===== src/rtl/mux21_arb.sv =====
// Round-robin 2:1 request arbiter with bounded bursts feeding a single-entry output register.
// Latency: 1 cycle IDLE arbitration, then 1 word/cycle; backpressure via combinational ready = !o_z_valid || i_z_ready.
module mux21_arb #(
    parameter int W         = 8,
    parameter int MAX_BURST = 4
) (
    input  logic         i_clk,
    input  logic         i_rst_n,
    input  logic [W-1:0] i_a_data,
    input  logic         i_a_valid,
    output logic         o_a_ready,
    input  logic [W-1:0] i_b_data,
    input  logic         i_b_valid,
    output logic         o_b_ready,
    output logic         o_sel,
    output logic [W-1:0] o_z,
    output logic         o_z_valid,
    input  logic         i_z_ready,
    output logic         o_busy
);

    localparam int CW = $clog2(MAX_BURST + 1);

    typedef enum logic [1:0] {IDLE, GNT_A, GNT_B} state_t;

    state_t         r_state;
    logic           r_sel;
    logic [W-1:0]   r_z;
    logic           r_z_valid;
    logic           r_last;
    logic [CW-1:0]  r_cnt;

    logic w_load_en;
    logic w_a_fire;
    logic w_b_fire;
    logic w_burst_end;

    assign w_load_en   = !r_z_valid || i_z_ready;
    assign o_a_ready   = (r_state == GNT_A) && w_load_en;
    assign o_b_ready   = (r_state == GNT_B) && w_load_en;
    assign w_a_fire    = i_a_valid && o_a_ready;
    assign w_b_fire    = i_b_valid && o_b_ready;
    assign w_burst_end = (r_cnt == CW'(MAX_BURST - 1));

    assign o_sel     = r_sel;
    assign o_z       = r_z;
    assign o_z_valid = r_z_valid;
    assign o_busy    = (r_state != IDLE);

    always_ff @(posedge i_clk or negedge i_rst_n) begin
        if (!i_rst_n) begin
            r_state   <= IDLE;
            r_sel     <= 1'b0;
            r_z       <= '0;
            r_z_valid <= 1'b0;
            r_last    <= 1'b1;
            r_cnt     <= '0;
        end else begin
            // A new load and a downstream accept in the same cycle keep valid high with no bubble.
            if (w_a_fire) begin
                r_z       <= i_a_data;
                r_z_valid <= 1'b1;
            end else if (w_b_fire) begin
                r_z       <= i_b_data;
                r_z_valid <= 1'b1;
            end else if (i_z_ready) begin
                r_z_valid <= 1'b0;
            end

            case (r_state)
                IDLE: begin
                    if (i_a_valid && (!i_b_valid || r_last)) begin
                        r_state <= GNT_A;
                        r_sel   <= 1'b0;
                        r_last  <= 1'b0;
                        r_cnt   <= '0;
                    end else if (i_b_valid) begin
                        r_state <= GNT_B;
                        r_sel   <= 1'b1;
                        r_last  <= 1'b1;
                        r_cnt   <= '0;
                    end
                end
                GNT_A: begin
                    if (!i_a_valid || (w_a_fire && w_burst_end)) begin
                        if (i_b_valid) begin
                            r_state <= GNT_B;
                            r_sel   <= 1'b1;
                            r_last  <= 1'b1;
                            r_cnt   <= '0;
                        end else if (!i_a_valid) begin
                            r_state <= IDLE;
                        end else begin
                            r_cnt <= '0;
                        end
                    end else if (w_a_fire) begin
                        r_cnt <= r_cnt + 1'b1;
                    end
                end
                GNT_B: begin
                    if (!i_b_valid || (w_b_fire && w_burst_end)) begin
                        if (i_a_valid) begin
                            r_state <= GNT_A;
                            r_sel   <= 1'b0;
                            r_last  <= 1'b0;
                            r_cnt   <= '0;
                        end else if (!i_b_valid) begin
                            r_state <= IDLE;
                        end else begin
                            r_cnt <= '0;
                        end
                    end else if (w_b_fire) begin
                        r_cnt <= r_cnt + 1'b1;
                    end
                end
                default: r_state <= IDLE;
            endcase
        end
    end

endmodule


===== config.mk =====
export PLATFORM = sky130hd
export DESIGN_NAME = mux21_arb
export DESIGN_NICKNAME = d
export VERILOG_FILES = /design/src/rtl/mux21_arb.sv
export SDC_FILE = /design/constraint.sdc
export NUM_CORES = 1
export LEC_CHECK = 0
export ABC_CLOCK_PERIOD_IN_PS = 1950
export CAP_MARGIN = 20
export CORE_AREA = 2 2 50 52
export DETAILED_ROUTE_END_ITERATION = 6
export DIE_AREA = 0 0 52 54
export PLACE_DENSITY_LB_ADDON = 0.1
export SYNTH_ARGS = -nofsm -noshare
export SYNTH_HDL_FRONTEND = slang
export SYNTH_SLANG_ARGS = --single-unit

===== constraint.sdc =====
create_clock -name i_clk -period 1.95 [get_ports i_clk]
set_clock_uncertainty 0.05 [all_clocks]
set_input_delay 0.39 -clock i_clk [delete_from_list [all_inputs] [get_ports i_clk]]
set_output_delay 0.39 -clock i_clk [all_outputs]
set_load 0.005 [all_outputs]

==> results.cfg <==
[critical_path]
crit_path_end_kind = primary output
crit_arrival_ns = 1.42
ff2ff_path_depth = 6
worstSetupPathType = reg2out
crit_fanout = 5
reg2reg_setup_slack_ns = 0.12
worstSetupStartpointType = register
required_ns = 1.51

[die]
ios = 34
fp.coreArea_mm2 = 0.002320
die_x_um = 52
die_area_mm2 = 0.002808
start_util = 0.4078
die_h_um = 54
rows = 18

[placement]
post-place-ws_ns = -0.1199
hpwlAfterDp_mm = 1.673
post_dp_cell_area_mm2 = 0.001388
place_congestion = 0.8508
numPortBuffers = 33
post-place-cells = 170

[global_route]
grt_max_degree = 17
grt_usage = 0.1777
grt-ovfl-total = 0
grt_pass1_wl_mm = 3.684
grt_pass1_vias = 836
grt_antenna_before_repair = 0

[min_path]
hp-class = in2async

[power]
ir_drop_v = 0.0006982
p_leak_nw = 0.7077
power.density_mw_per_mm2 = 1260

[detailed_routing]
drc = 0
wl_per_cell_um = 11.76
drtIter0Drc = 10
num_vias = 847
routed_wl_mm = 2.070
vias_per_cell = 4.813
postRouteAntennaNets = 0
firstDrtPassIters = 4

[logic_synthesis]
ys_seq_area_frac = 0.4246
synth-main-ff-cell = dfrtp_1
synth-compound-area-share = 0.1918
syn_inst = 99
yosys_register_bits = 16
synth_mux_area_frac = 0.1071
yosys.area.top_type = dfrtp_1
synthDistinctLibCells = 27
synth_top_area_frac = 0.3968
synth_edf_count = 0
synthAdderAreaFrac = 0.07937
synth-xor-area-share = 0
synthSimpleGateAreaFrac = 0.1389
syn_area_um2 = 945.9
ys_top_cells_by_area = dfrtp_1 40%, mux2i_1 9.5%, ha_1 7.9%
yosysMostFrequentCell = dfrtp_1
ys_top_cells_by_count = 15 x dfrtp_1, 14 x nand2_1, 13 x o21ai_0, 9 x inv_1, 9 x mux2i_1
synthArstFlopShare = 1.000
synth_top_family_by_area = compound AO/OA/AOI/OAI gates
synth.avg_cell_area_um2 = 9.555
ys_warn_count = 0
synthesis.nets = 126

[cts]
numCtsBuffers = 3
h-tree-depth = 1
cts_sinks = 16
clk_path_buf_depth = 2
cts_hold_buffers = 0
cts_tree = built
worstSkewPairLatency_ns = 0.28
clkTransAtPathRegs_ns = 0.10
root_buffer = clkbuf_4

[sta]
period_share = 0.9546
min_period_ns = 1.861
timing.fmax_mhz = 537.2
slew_headroom = 0.7562
finalMaxSlewViolations = 0
finalSetupTns_ns = 0
worstMarginPinSlew_ns = 0.3565
hold_violations = 0
setup_violations = 0
rsz0062_at_grt = no
setup_ws_ns = 0.08857

[final_layout]
drive_gt1_frac = 0.1712
diodes = 0
final_cells = 176
nNetsFinal = 174
n_fill_cell = 212
syn2layout_area_growth_pct = 54.10
final_area_mm2 = 0.001458

[run_status]
status = finished clean

[job]
maxCapViolCount = 0
[path summary, 6_finish.rpt]
check	start	endpoint
hold reg to reg	o_z[2]	o_z[2]
max in group asynchronous	i_rst_n	r_last
hold / removal	i_rst_n	o_z_valid
setup / recovery	r_state[0]	o_a_ready
setup reg to reg	r_state[0]	r_state[1]
min in group i_clk	o_z[2]	o_z[2]
[what timing repair did]
action	in CTS	in global routing
setup endpoints to repair	3	0
setup buffers	2	0
gates resized for setup	8	0
[through the flow]
step	hold WS, ns	utilization	power [mW]
6_report	0.3689	0.6284	1.837
5_1_grt	0.4043	0.6284	2.011
4_1_cts	0.3684	0.6284	1.860
3_5_place_dp	0.4221	0.5982	1.596
3_3_place_gp	0.4097	0.5982	1.575
2_1_floorplan	0.04441	-	1.096
[cell type report]
| type | instances | area (um^2) | share of cell area |
|---|---|---|---|
| Clock buffer | 4 | 36.28 | 0.02489 |
| Inverter | 9 | 33.78 | 0.02318 |
| Tap cell | 30 | 37.54 | 0.02575 |
| Multi-Input combinational cell | 71 | 511.7 | 0.3511 |
| Sequential cell | 16 | 401.6 | 0.2755 |
| Timing Repair Buffer | 46 | 436.7 | 0.2996 |
[registers in the layout, summed over array words and instances (netlist names)]
signal,count
r_state,2
o_z_valid,1
r_last,1
o_z,8
r_cnt,3
o_sel,1
[metal layers]
layer | global-route usage | share of wire
met1 | 0.2249 | 0.43
met3 | 0.04167 | 0.063
met5 | 0 | 0
met2 | 0.3017 | 0.50
met4 | 0.05263 | 0.0072
[logic make-up (layout without fill, tap and decap cells)]
| logic type | after synthesis | after routing |
|---|---|---|
| AOI/OAI and AO/OA | 28 | 28 |
| adders and majority gates | 6 | 6 |
| buffers and inverters | 12 | 59 |
| DFF | 16 | 16 |
| muxes | 10 | 10 |
| and+or+nand+nor | 27 | 27 |
[layout by cell type (no fill, tap or decap), drive strengths merged, types with 3 or more instances in the layout]
master	Yosys	layout
dfrtp	15	15
dlygate4sd2	0	3
clkbuf	0	4
mux2i	9	9
o21ai	16	16
inv	9	9
clkdlybuf4s50	0	30
a21oi	3	3
nor2	3	3
ha	6	6
buf	3	13
nand2b	3	3
nand2	14	14
[worst max-delay path, cell delays in order, from the launching register on]
cell	delay (ns)
dfrtp_1	0.40
buf_4	0.14
ha_2	0.20
and2_1	0.14
dlygate4sd2_1	0.26
[power breakdown]
part	total (mW)	leakage, nW	internal (mW)	switching, mW
Combinational	1.06	0.485	0.600	0.458
Clock	0.217	0.0210	0.113	0.103
Sequential	0.562	0.202	0.480	0.0826
Total	1.84	0.708	1.19	0.644
(Power assumes the default switching activity.)
